File: config.mk
export PLATFORM = sky130hd
export DESIGN_NAME = spi_accel_master
export DESIGN_NICKNAME = d
export VERILOG_FILES = /design/src/rtl/spi_accel_master.sv
export SDC_FILE = /design/constraint.sdc
export NUM_CORES = 1
export LEC_CHECK = 0
export ABC_AREA = 1
export BUFFER_PORTS_ARGS = -buffer_cell sky130_fd_sc_hd__buf_2
export CELL_PAD_IN_SITES_DETAIL_PLACEMENT = 0
export CELL_PAD_IN_SITES_GLOBAL_PLACEMENT = 1
export CORE_ASPECT_RATIO = 0.8
export CORE_MARGIN = 10
export CORE_UTILIZATION = 39
export CTS_CLUSTER_SIZE = 16
export DETAILED_ROUTE_END_ITERATION = 12
export GPL_TIMING_DRIVEN = 0
export PLACE_DENSITY = 0.88
export REMOVE_ABC_BUFFERS = 1
export SYNTH_ARGS = -nofsm -noshare
export SYNTH_HDL_FRONTEND = slang
export SYNTH_SLANG_ARGS = --single-unit
export TNS_END_PERCENT = 100
File: constraint.sdc
create_clock -name vgaclk -period 1.8 [get_ports vgaclk]
set_input_delay 0.18 -clock vgaclk [delete_from_list [all_inputs] [get_ports vgaclk]]
set_output_delay 0.18 -clock vgaclk [all_outputs]
set_load 0.03 [all_outputs]
File: src/rtl/spi_accel_master.sv
// SPI mode-0 master for the accelerometer: cmd byte, address byte, then 1..MAX_BYTES data bytes.
// Start/busy/done handshake, burst read/write, chip-select gap; all logic on vgaclk.
module spi_accel_master #(
    parameter int unsigned CLK_DIV   = 16,
    parameter int unsigned MAX_BYTES = 8,
    parameter int unsigned CS_GAP    = 4
) (
    input  logic                           vgaclk,
    input  logic                           rst_n,
    input  logic                           start,
    input  logic                           rw,
    input  logic [7:0]                     addr,
    input  logic [$clog2(MAX_BYTES+1)-1:0] len,
    input  logic [8*MAX_BYTES-1:0]         wdata,
    output logic                           busy,
    output logic                           done,
    output logic [8*MAX_BYTES-1:0]         rdata,
    input  logic                           MISO,
    output logic                           MOSI,
    output logic                           SS,
    output logic                           SPIclk
);

    localparam int unsigned LW   = $clog2(MAX_BYTES + 1);
    localparam int unsigned DW   = 8 * MAX_BYTES;
    localparam int unsigned TXW  = 8 * (2 + MAX_BYTES);
    localparam int unsigned HW   = $clog2(16 * (2 + MAX_BYTES) + CS_GAP + 1);
    localparam int unsigned DIVW = $clog2(CLK_DIV);

    typedef enum logic [2:0] {S_IDLE, S_SETUP, S_SHIFT, S_HOLD, S_GAP} state_e;

    state_e          state_q, state_d;
    logic [DIVW-1:0] div_q, div_d;
    logic [HW-1:0]   hcnt_q, hcnt_d;
    logic [HW-1:0]   hlast_q, hlast_d;
    logic            rw_q, rw_d;
    logic [TXW-1:0]  tx_q, tx_d;
    logic [7:0]      rx_q, rx_d;
    logic [DW-1:0]   shadow_q, shadow_d;
    logic [DW-1:0]   rdata_q, rdata_d;
    logic            busy_q, busy_d;
    logic            done_q, done_d;
    logic            mosi_q, mosi_d;
    logic            ss_q, ss_d;
    logic            sclk_q, sclk_d;

    logic            tick;
    logic [LW-1:0]   len_eff;
    logic [TXW-1:0]  tx_load;
    logic [HW-1:0]   bidx;

    assign busy   = busy_q;
    assign done   = done_q;
    assign rdata  = rdata_q;
    assign MOSI   = mosi_q;
    assign SS     = ss_q;
    assign SPIclk = sclk_q;

    // Clamp length to 1..MAX_BYTES and build the outgoing bit stream (unused data bytes are zero)
    always_comb begin
        if (len == '0) begin
            len_eff = LW'(1);
        end else if (len > LW'(MAX_BYTES)) begin
            len_eff = LW'(MAX_BYTES);
        end else begin
            len_eff = len;
        end
        tx_load = '0;
        tx_load[TXW-1 -: 8] = rw ? 8'h0B : 8'h0A;
        tx_load[TXW-9 -: 8] = addr;
        for (int k = 0; k < int'(MAX_BYTES); k++) begin
            if (!rw && (k < int'(len_eff))) begin
                tx_load[TXW-17-8*k -: 8] = wdata[8*k +: 8];
            end
        end
    end

    always_comb begin
        state_d  = state_q;
        div_d    = div_q;
        hcnt_d   = hcnt_q;
        hlast_d  = hlast_q;
        rw_d     = rw_q;
        tx_d     = tx_q;
        rx_d     = rx_q;
        shadow_d = shadow_q;
        rdata_d  = rdata_q;
        busy_d   = busy_q;
        done_d   = 1'b0;
        mosi_d   = mosi_q;
        ss_d     = ss_q;
        sclk_d   = sclk_q;
        tick     = (div_q == DIVW'(CLK_DIV - 1));
        bidx     = (hcnt_q - HW'(32)) >> 4;

        if (state_q != S_IDLE) begin
            div_d = tick ? '0 : div_q + DIVW'(1);
        end

        case (state_q)
            S_IDLE: begin
                div_d = '0;
                if (done_q) begin
                    busy_d = 1'b0;
                end
                if (start && !busy_q) begin
                    rw_d     = rw;
                    tx_d     = tx_load;
                    hlast_d  = HW'(32) + (HW'(len_eff) << 4);
                    shadow_d = '0;
                    ss_d     = 1'b0;
                    mosi_d   = tx_load[TXW-1];
                    busy_d   = 1'b1;
                    state_d  = S_SETUP;
                end
            end
            S_SETUP: begin
                if (tick) begin
                    sclk_d  = 1'b1;
                    hcnt_d  = HW'(1);
                    state_d = S_SHIFT;
                end
            end
            // Odd count: falling edge drives next bit; even count: rising edge samples MISO
            S_SHIFT: begin
                if (tick) begin
                    hcnt_d = hcnt_q + HW'(1);
                    if (hcnt_q == hlast_q) begin
                        mosi_d  = 1'b0;
                        sclk_d  = 1'b0;
                        state_d = S_HOLD;
                    end else if (hcnt_q[0]) begin
                        sclk_d = 1'b0;
                        tx_d   = tx_q << 1;
                        mosi_d = tx_q[TXW-2];
                    end else begin
                        sclk_d = 1'b1;
                        if (hcnt_q >= HW'(32)) begin
                            rx_d = {rx_q[6:0], MISO};
                            if (hcnt_q[3:1] == 3'b111) begin
                                for (int k = 0; k < int'(MAX_BYTES); k++) begin
                                    if (bidx == HW'(k)) begin
                                        shadow_d[8*k +: 8] = {rx_q[6:0], MISO};
                                    end
                                end
                            end
                        end
                    end
                end
            end
            S_HOLD: begin
                if (tick) begin
                    ss_d    = 1'b1;
                    hcnt_d  = '0;
                    state_d = S_GAP;
                end
            end
            S_GAP: begin
                if (tick) begin
                    if (hcnt_q == HW'(CS_GAP - 1)) begin
                        done_d  = 1'b1;
                        state_d = S_IDLE;
                        if (rw_q) begin
                            rdata_d = shadow_q;
                        end
                    end else begin
                        hcnt_d = hcnt_q + HW'(1);
                    end
                end
            end
            default: state_d = S_IDLE;
        endcase
    end

    always_ff @(posedge vgaclk or negedge rst_n) begin
        if (!rst_n) begin
            state_q  <= S_IDLE;
            div_q    <= '0;
            hcnt_q   <= '0;
            hlast_q  <= '0;
            rw_q     <= 1'b0;
            tx_q     <= '0;
            rx_q     <= '0;
            shadow_q <= '0;
            rdata_q  <= '0;
            busy_q   <= 1'b0;
            done_q   <= 1'b0;
            mosi_q   <= 1'b0;
            ss_q     <= 1'b1;
            sclk_q   <= 1'b0;
        end else begin
            state_q  <= state_d;
            div_q    <= div_d;
            hcnt_q   <= hcnt_d;
            hlast_q  <= hlast_d;
            rw_q     <= rw_d;
            tx_q     <= tx_d;
            rx_q     <= rx_d;
            shadow_q <= shadow_d;
            rdata_q  <= rdata_d;
            busy_q   <= busy_d;
            done_q   <= done_d;
            mosi_q   <= mosi_d;
            ss_q     <= ss_d;
            sclk_q   <= sclk_d;
        end
    end

endmodule

# Yosys cells after proc, flatten, opt, wreduce, memory -nomap -nowiden
# Index checks and enable logic that the tools add are counted.
totals:
  ff_bits: 243
  input_bits: 81
  elab_cells: 178
  output_inout_bits: 69
classes:
  n_bitwise: 2
  eq_ne: 37
  magnitude_cmp: 10
  n_addsub: 4
  n_reduce_logical: 39
  n_mux: 65
ops:
  columns: ["operator", "n"]
  rows:
  - ["two-way mux 64 bit", 6]
  - ["two-way mux 79 bit", 4]
  - ["two-way mux 8 bit", 21]
  - ["one-hot mux 79 bit (2 select lines)", 1]
  - ["one-hot mux 64 bit (2 select lines)", 1]
  - ["AND reduction 8 bit", 8]
  - ["inequality test 2 bit, second input constant", 21]
  - ["one-hot mux 8 bit (4 select lines)", 1]
  - ["two-way mux 3 bit", 7]
  - ["two-way mux 4 bit", 5]
  - ["== test 4 x 3 -> 1 bit, second input constant", 4]
  - ["less-than comparator 3 x 4 -> 1 bit, first input constant", 4]
  - ["two-way mux 1 bit", 15]
  - ["one-hot mux 3 bit (5 select lines)", 1]
  - ["AND reduction 5 bit", 2]
  - ["nonzero test 2 bit", 5]
  - ["logical AND 1 bit", 9]
  - ["adder 6 x 8 -> 8 bit, first input constant", 1]
  - ["adder 8 x 1 -> 8 bit, second input constant", 1]
  - ["== test 4 x 2 -> 1 bit, second input constant", 2]
  - ["== test 8 x 2 -> 1 bit, second input constant", 1]
  - ["== test 8 bit", 1]
  - [">= comparator 8 x 6 -> 1 bit, second input constant", 1]
  - ["logical NOT 8 bit", 1]
  - ["other kinds (23)", 34]

# Depth between registers and ports, before layout
# Gate-level depths: netlist (run 1).
logic_depth:
  ltp_word: 9
  mapped_depth: 11
  mapped_depth_nobuf: 10

# Worst setup path after synthesis (run 1)
# OpenSTA, ideal clock, no wires.
synth_path:
  path_type: "register -> register"
  from: "register hcnt_q[5]"
  to: "register shadow_q[24]"
  required_time_ns: 1.682
  path_slack_ns: -0.032
  setup_time_ns: 0.118
  path_buffers: 0
  period_less_slack_ns: 1.832
  path_stages_with_launch: 11
  arrival_time_ns: 1.714
  cell_sequence: "dfrtp_1 -> inv_2 -> ha_1 -> inv_1 -> nand2_1 -> nand2_1 -> nand3_1 -> o21bai_2 -> nand3_1 -> nand2_1 -> nand2_1"
synth_via:
  elab_chain_len: 4
  word_cells_on_any_way: 8
  cone_classes: "1 x add/sub; 1 x order compare; 5 x eq/ne; 1 x reduce/logical"
synth_lines:
  columns: ["item", "line_no", "text"]
  rows:
  - ["start, declared", "34", "logic [HW-1:0] hcnt_q, hcnt_d;"]
  - ["start signal, assigned", "194", "hcnt_q <= hcnt_d;"]
  - ["subtractor 8 x 6 -> 8 bit", "94", "bidx = (hcnt_q - HW'(32)) >> 4;"]
  - ["== test 4 x 2 -> 1 bit", "142", "if (bidx == HW'(k)) begin"]
  - ["inequality test 2 bit (no line)", null, null]
  - ["AND reduction 8 bit (no line) *", null, null]
  - ["end signal, assigned", "199", "shadow_q <= shadow_d;"]
  - ["end, declared", "39", "logic [DW-1:0] shadow_q, shadow_d;"]
# Every way passes the cells marked *; elsewhere a longest branch is shown, timed or not.
# A chain may end at the register's enable or synchronous reset.

# Worst setup path after layout (run 1)
layout_path:
  from: "register state_q[1]"
  to: "register tx_q[30]"
layout_via:
  elab_chain_len: 3
  word_cells_on_any_way: 9
  cone_classes: "5 x eq/ne; 1 x mux; 3 x reduce/logical"
layout_lines:
  columns: ["item", "line_no", "text"]
  rows:
  - ["start, declared", "32", "state_e state_q, state_d;"]
  - ["start signal, assigned", "192", "state_q <= state_d;"]
  - ["== test 3 x 2 -> 1 bit or logical NOT 3 bit (tied branches)", "100", "case (state_q)"]
  - ["inequality test 2 bit (no line) or nonzero test 2 bit (tied branches)", null, null]
  - ["AND reduction 5 bit (no line)", null, null]
  - ["end signal, assigned", "197", "tx_q <= tx_d;"]
  - ["end, declared", "37", "logic [TXW-1:0] tx_q, tx_d;"]
# Parallel ways exist; a longest one is shown, timed or not.

==> summary.md, run 1 <==
| Metric | Value |
|---|---|
| Skew-Pair Late Insertion Delay | `0.54 ns` |
| Post-route DRC | `0` |
| Syn. warnings | `0` |
| Die width | `between 200 and 250 um` |
| Port bufs | `approximately 150` |
| Clk pwr share | `0.491` |
| Failing checks | `setup timing` |
| Core Region | `29200 um^2` |
| Place WS | `-2.91 ns` |
| Post-Synthesis Cells | `1457` |
| Setup repair after global routing missed its margin | `yes` |
| Worst path buffer plus inverter count | `2` |
| Setup ws final | `-0.0592 ns` |
| Vias in the first global route | `10900` |
| # nets final | `~1800` |
| Netlist cell types | `30` |
| Critical Path Source | `state_q[1]$_DFFE_PN0P_` |
| Longest Clk Path Bufs | `3` |
| Synth Area in Compound Gates | `0.0285` |
| Detail-routed via count per cell | `5.58` |
| Total Routed Length | `41500 um` |
| Max Clk Rate | `about 540 MHz` |
| Final Critical Period | `1.86 ns` |
| Crit. End Element | `flip-flop` |
| First-pass detailed-route iteration total | `5` |
| WHS | `0.00596 ns` |
| Synthesized flop and latch total | `roughly 240` |
| Sequential power share | `0.475` |
| Clock-pin slew on the worst setup and hold paths | `0.06 ns` |
| Cells after DPL | `1900` |
| Synth top area cells | `dfrtp_1, nand2_1, nand4_1, nand3_1, buf_2` |
| Final std cells w/o fill | `2070` |
| I/O Pins | `150` |
| Worst vdd ir | `0.620 mV` |
| Area leader, netlist | `dfrtp_1` |
| Vias | `11500` |
| Max Cap Viol | `0` |
| Post-layout util | `0.535` |
| Slew headroom | `0.473` |
| Final setup viols | `26` |
| Status | `complete, but fails checks` |
| Startpoint Class | `flip-flop` |
| Leak | `0.00834 uW` |
| Post-Synth XOR/XNOR Area | `0.00229` |
| Required time of the critical path | `2.27 ns` |
| Area grow syn2layout | `35.9%` |
| CTS tree | `built` |
| Clock Tree Root | `clkbuf_16` |
| Die footprint | `between 30000 and 40000 um^2` |
| Multiplexer share of the synthesized area | `0` |
| Power Internal | `8770 uW` |
| ANT nets after route | `0` |
| Rows | `56` |
| Power Dens Cells | `724 nW/um^2` |
| Net Sw Power | `2540 uW` |
| Commonest non-fill, non-tap cells in the layout | `nand2_1, dfrtp_1, nand4_1` |
| Worst-Margin Slew | `0.790 ns` |
| Commonest non-fill, non-tap cell in the layout | `nand2_1` |
| WP depth | `7` |
| Num CTS Buffers | `26` |
| Worst Path Class, Setup | `flip-flop to flip-flop` |
| Final period util | `1.03` |
| DPL Wire Length | `19200 um` |
| Total track usage | `0.204` |
| Worst path top cell family by delay | `simple AND/OR/NAND/NOR gates` |
| Clk sinks | `239` |
| Gr ovfl total | `0` |
| Top cell type's share of synthesized area | `0.518` |
| First-pass GRT wire length | `61400 um` |
| Largest family of logic cells by synthesized area | `simple AND/OR/NAND/NOR gates` |
| Share of layout cells above drive strength 1 | `0.270` |
| Largest stage delay on the critical path | `0.48 ns` |
| Synth Area in Simple Gates | `0.384` |
| Effective utilization at floorplan | `0.393` |
| Worst Path Arrival | `2.33 ns` |
| Reg2Reg Launch Point | `state_q[1]$_DFFE_PN0P_` |
| Worst hold-check path type | `input port to flip-flop` |
| CP Cell Sequence | `buf_4, buf_4, nand2_8, nand2_1, o21ai_0, nand4_1, nand2_2` |
| Gpl congestion | `about 0.8` |
| Adder-cell area share of the yosys netlist | `0.00653` |
| Most common cell type on the critical path | `buf_4` |
| Setup TNS | `-0.383 ns` |
| Sw Ratio | `0.225` |
| CP Max Fanout | `44` |
| Antenna violations before repair | `0` |
| Hold Path Depth | `5` |
| Iter 0 DRT Violations | `1094` |
| Register area share after synthesis | `0.520` |
| Setup Skew | `0.0230 ns` |
| DIE HEIGHT | `approximately 170 um` |
| Cells on worst reg2reg path | `7` |
| Worst Hold Launch | `wdata[43]` |
| Synth Cell Area | `11500 um^2` |
| Synth Area per Inst | `7.89 um^2` |
| Inserted Diodes | `0` |
| Hold Fails Final Rpt | `0` |
| Slowest CP cell | `dfrtp_4` |
| Combinational share of power | `0.034` |
| H-tree levels | `1` |
| WL/cell | `20.0 um` |
| Final-report max-slew violation count | `0` |
| Largest net degree at the start of global routing | `110` |
==> repair_timing <==
action                                 in CTS  in global routing
setup buffers                              55                 23
endpoints found under the hold margin      66                  0
hold buffers                                6                  0
gates cloned                               30                 11
setup endpoints to repair                 228                225
pin swaps                                  26                 35
resized for setup                         108                109
==> logic make-up after synthesis <==
logic type               Yosys count
adder cells (fa/ha/maj)            6
AND/OR/NAND/NOR                 1009
flip-flops                       239
XOR/XNOR                           3
AO/OA/AOI/OAI                     54
buffers and inverters            146
==> path summary, 6_finish.rpt <==
path                                    endpoint  slack, ns
setup / recovery            tx_q[30]$_DFFE_PN0P_      -0.06
hold / removal              tx_q[19]$_DFFE_PN0P_      0.006
setup reg to reg            tx_q[30]$_DFFE_PN0P_      -0.06
hold reg to reg             tx_q[72]$_DFFE_PN0P_       0.46
max in group asynchronous   tx_q[59]$_DFFE_PN0P_       0.32
min in group asynchronous  rdata[43]$_DFFE_PN0P_       0.15
==> per-stage QoR <==
step                      area (um^2)  power (uW)
after floorplan                 11000        5580
after global placement          12200        5820
after detailed placement        12500        5840
after CTS                       14900       11400
after global routing            15600       11700
final                           15600       11300
==> layer usage <==
layer | up-vias | wire, um | part of all wire | track usage
met3 | 103 | 3960 | 0.095 | 0.0533
met4 | 0 | 1370 | 0.033 | 0.0544
li1 | 5294 | - | - | -
met1 | 5551 | 17200 | 0.42 | 0.272
met5 | - | 0 | 0 | 0
met2 | 593 | 18900 | 0.46 | 0.321
==> final cells by class <==
cell class | count | area (um^2)
Timing Repair Buffer | 255 | 2180
Tap cell | 377 | 472
Sequential cell | 239 | 6000
Timing Repair inverter | 4 | 56.3
Multi-Input combinational cell | 1093 | 5790
Clock buffer | 37 | 732
Fill cell | 2666 | 13600
Clock inverter | 11 | 144
Inverter | 54 | 251
==> worst register-to-register path, cell delays in order (launching register included) <==
cell,delay [ns]
dfrtp_4,0.48
buf_4,0.14
buf_4,0.21
nand2_8,0.29
nand2_1,0.12
o21ai_0,0.27
nand4_1,0.19
nand2_2,0.11
==> cell usage after synthesis <==
cell type,count
clkbuf_1,28
dfstp_2,1
nand2_2,2
o21bai_2,8
nand2_4,1
o31ai_1,1
nor2_2,3
o21ai_1,2
nand3_4,1
nand4_4,1
or2_2,3
inv_1,50
a31oi_1,1
buf_1,6
buf_2,39
nor2_1,44
nand2_1,665
buf_4,19
a21oi_1,7
dfrtp_1,238
xnor2_1,2
nor3_2,1
ha_1,6
nand3_1,133
o21ai_0,34
nand4_1,152
a21oi_2,1
inv_2,4
nand3_2,3
xor2_1,1
==> sequential cells by signal (all words and copies together) (netlist names) <==
signal / count
rx_q: 7
MOSI: 1
state_q: 3
shadow_q: 64
done: 1
tx_q: 79
div_q: 4
SS: 1
rdata: 64
rw_q: 1
hcnt_q: 8
hlast_q: 4
busy: 1
SPIclk: 1
==> power by group through the flow <==
| stage | Sequential, uW | Combinational (uW) | Clock (uW) |
|---|---|---|---|
| 4_1_cts | 5370 | 381 | 5620 |
| 5_1_grt | 5370 | 433 | 5870 |
| 6_report | 5370 | 384 | 5560 |
| 3_5_place_dp | 5470 | 370 | 0 |
| 3_3_place_gp | 5470 | 352 | 0 |
| 2_1_floorplan | 5470 | 112 | 0 |
Power figures use the tool's default switching activity.
==> inputs of run 2 (changes only) <==
--- a/config.mk
+++ b/config.mk
@@ -11,11 +11,11 @@
 export CELL_PAD_IN_SITES_GLOBAL_PLACEMENT = 1
 export CORE_ASPECT_RATIO = 0.8
 export CORE_MARGIN = 10
-export CORE_UTILIZATION = 39
+export CORE_UTILIZATION = 43
 export CTS_CLUSTER_SIZE = 16
 export DETAILED_ROUTE_END_ITERATION = 12
 export GPL_TIMING_DRIVEN = 0
-export PLACE_DENSITY = 0.88
+export PLACE_DENSITY = 0.91
 export REMOVE_ABC_BUFFERS = 1
 export SYNTH_ARGS = -nofsm -noshare
 export SYNTH_HDL_FRONTEND = slang
==> constraint.sdc (replaced) <==
create_clock -name vgaclk -period 2.1 [get_ports vgaclk]
set_input_delay 0.21 -clock vgaclk [delete_from_list [all_inputs] [get_ports vgaclk]]
set_output_delay 0.21 -clock vgaclk [all_outputs]
set_load 0.03 [all_outputs]
==> run 2 against run 1 <==
Against the previous run: the flow now finishes without violations; clock skew is 0.0073 ns lower; first-iteration DRC count is 2.0% lower; total power is 15% lower; maximum frequency is 6.9% lower; combinational power is 18% lower; die area is 8.3% lower; highest routed layer unchanged.
==> summary.md, run 2 (same netlist as run 1, synthesis figures left out) <==
| Metric | Value |
|---|---|
| Worst path buffer plus inverter count | `3 (+1)` |
| Post-route DRC | `0 (unchanged)` |
| Max Cap Viol | `0 (unchanged)` |
| WL/cell | `18.2 um (-9.1%)` |
| Total Routed Length | `36300 um (-13%)` |
| DIE HEIGHT | `166 um (-4.2%)` |
| Clock-pin slew on the worst setup and hold paths | `0.06 ns (about the same)` |
| Clk sinks | `239 (unchanged)` |
| Leak | `0.00796 uW (-4.5%)` |
| Effective utilization at floorplan | `0.437 (+0.0432)` |
| Reg2Reg Launch Point | `state_q[0]$_DFFE_PN0P_` |
| Power Dens Cells | `669 nW/um^2 (-7.5%)` |
| CP Max Fanout | `22 (-50%)` |
| Gpl congestion | `0.795 (about the same)` |
| Num CTS Buffers | `25 (-3.8%)` |
| Die width | `203 um (-4.3%)` |
| Setup TNS | `0 ns (+0.383 ns)` |
| Detail-routed via count per cell | `5.42 (-2.8%)` |
| Gr ovfl total | `0 (unchanged)` |
| Rows | `53 (-5.4%)` |
| Required time of the critical path | `2.51 ns (+0.24 ns)` |
| I/O Pins | `150 (unchanged)` |
| Vias | `10800 (-6.5%)` |
| Commonest non-fill, non-tap cell in the layout | `nand2_1` |
| Worst Path Class, Setup | `flip-flop to flip-flop` |
| Antenna violations before repair | `1 (+1)` |
| ANT nets after route | `0 (unchanged)` |
| Max FFs per register | `79 (unchanged)` |
| Worst hold-check path type | `input port to flip-flop` |
| Slew headroom | `0.431 (-0.0417)` |
| Share of layout cells above drive strength 1 | `0.192 (-0.0777)` |
| Final-report max-slew violation count | `0 (unchanged)` |
| Final Critical Period | `2.00 ns (+0.138 ns)` |
| First-pass GRT wire length | `56700 um (-7.6%)` |
| Hold Path Depth | `5 (unchanged)` |
| Cells on worst reg2reg path | `10 (+3)` |
| CTS tree | `built` |
| Worst Hold Launch | `addr[5]` |
| Hold-critical path endpoint | `tx_q[69]$_DFFE_PN0P_` |
| H-tree levels | `1 (unchanged)` |
| Slowest CP cell | `dfrtp_2` |
| Skew-Pair Late Insertion Delay | `0.54 ns (about the same)` |
| Final period util | `0.951 (-0.0816)` |
| Clock Tree Root | `clkbuf_16` |
| CP Cell Sequence | `nor2_4, nand2_8, inv_16, nand2_4, nand2_8, buf_16, nand3_4, buf_4, nand2_1, nand2_1` |
| Setup ws final | `0.102 ns (+0.162 ns)` |
| Status | `complete, no violations` |
| Area grow syn2layout | `25.6%` |
| Vias in the first global route | `10400 (-4.4%)` |
| Largest register by flop count | `tx_q` |
| Final setup viols | `0 (-100%)` |
| Hold Fails Final Rpt | `0 (unchanged)` |
| Startpoint Class | `flip-flop` |
| Largest net degree at the start of global routing | `114 (+3.6%)` |
| Crit. End Element | `flip-flop` |
| Setup Skew | `0.0158 ns (-0.00730 ns)` |
| Worst vdd ir | `0.627 mV (+1.1%)` |
| RR Endpoint | `tx_q[55]$_DFFE_PN0P_` |
| Worst Path Arrival | `2.41 ns (+0.08 ns)` |
| Core Region | `26300 um^2 (-9.9%)` |
| Iter 0 DRT Violations | `1072 (-2.0%)` |
| Filler cells | `2448 (-8.2%)` |
| Worst R2R Setup Slack | `0.10 ns (+0.16 ns)` |
| DPL Wire Length | `19100 um (-0.79%)` |
| Longest Clk Path Bufs | `3 (unchanged)` |
| # nets final | `1702 (-3.3%)` |
| Largest stage delay on the critical path | `0.45 ns (-0.03 ns)` |
| Max Clk Rate | `501 MHz (-6.9%)` |
| Commonest non-fill, non-tap cells in the layout | `nand2_1, dfrtp_1, nand4_1` |
| Place WS | `-2.65 ns (+0.260 ns)` |
| Total track usage | `0.202 (-0.00222)` |
| Worst path top cell family by delay | `simple AND/OR/NAND/NOR gates` |
| Worst-Margin Slew | `0.850 ns (+0.0603 ns)` |
| Port bufs | `149 (unchanged)` |
| Die footprint | `33700 um^2 (-8.3%)` |
| First-pass detailed-route iteration total | `6 (+1)` |
run 2: report_power, final:
part	internal, uW	switching, uW
clock network	2860	1890
registers	4600	0
logic	110	206
run 2: area by class of cell:
class                      instances  area, um^2  area share
sequential                       239        5990       0.415
multi-input combinational       1088        5310       0.368
timing repair buffer             205        1560       0.108
clock buffer                      40         762      0.0528
tap                              357         447      0.0309
inverter                          54         233      0.0161
clock inverter                     5         115     0.00797
timing repair inverter             2        17.5     0.00121
antenna                            2        5.00    0.000347
run 2: how the worst max path moves through the flow:
stage | startpoint | endpoint | slack, ns | cells after the start
floorplan | div_q[0]$_DFF_PN0_ | rdata[0]$_DFFE_PN0P_ | -2.58 | 8
global placement | div_q[0]$_DFF_PN0_ | rdata[22]$_DFFE_PN0P_ | -5.28 | 8
detailed placement | state_q[0]$_DFFE_PN0P_ | tx_q[24]$_DFFE_PN0P_ | -2.65 | 9
CTS | hcnt_q[6]$_DFFE_PN0P_ | shadow_q[22]$_DFFE_PN0P_ | 0.02 | 10
global route | hcnt_q[5]$_DFFE_PN0P_ | shadow_q[20]$_DFFE_PN0P_ | -0.02 | 10
finish | state_q[0]$_DFFE_PN0P_ | tx_q[55]$_DFFE_PN0P_ | 0.10 | 10
run 2: layer usage:
layer | track usage | part of all wire | vias up | wire length [um]
li1 | - | - | 5154 | -
met1 | 0.267 | 0.44 | 5139 | 15900
met2 | 0.323 | 0.46 | 442 | 16600
met3 | 0.0499 | 0.083 | 59 | 3010
met4 | 0.0551 | 0.021 | 0 | 764
met5 | 0 | 0 | - | 0
run 2: through the flow:
step / hold slack, ns / utilization / power (uW) / std cells / area (um^2)
after floorplan: -0.0856 / - / 4790 / 1365 / 11000
after global placement: 0.442 / 0.464 / 4990 / 1871 / 12200
after detailed placement: 0.165 / 0.477 / 5000 / 1883 / 12600
after CTS: 0.0278 / 0.535 / 9750 / 1964 / 14100
after global routing: 0.0528 / 0.548 / 9980 / 1990 / 14400
final: 0.0381 / 0.549 / 9670 / 1992 / 14400
run 2: worst register-to-register path, cell delays in order (launching register included):
cell     delay (ns)
dfrtp_2        0.45
nor2_4         0.24
nand2_8        0.13
inv_16         0.14
nand2_4        0.15
nand2_8        0.16
buf_16         0.20
nand3_4        0.13
buf_4          0.17
nand2_1        0.05
nand2_1        0.05
run 2: repair_timing:
item,CTS,global route
pin swaps,10,11
gates cloned,18,7
endpoints found under the setup margin,227,203
hold buffers,3,0
hold endpoints to repair,62,0
buffers inserted,15,19
resized for setup,45,21
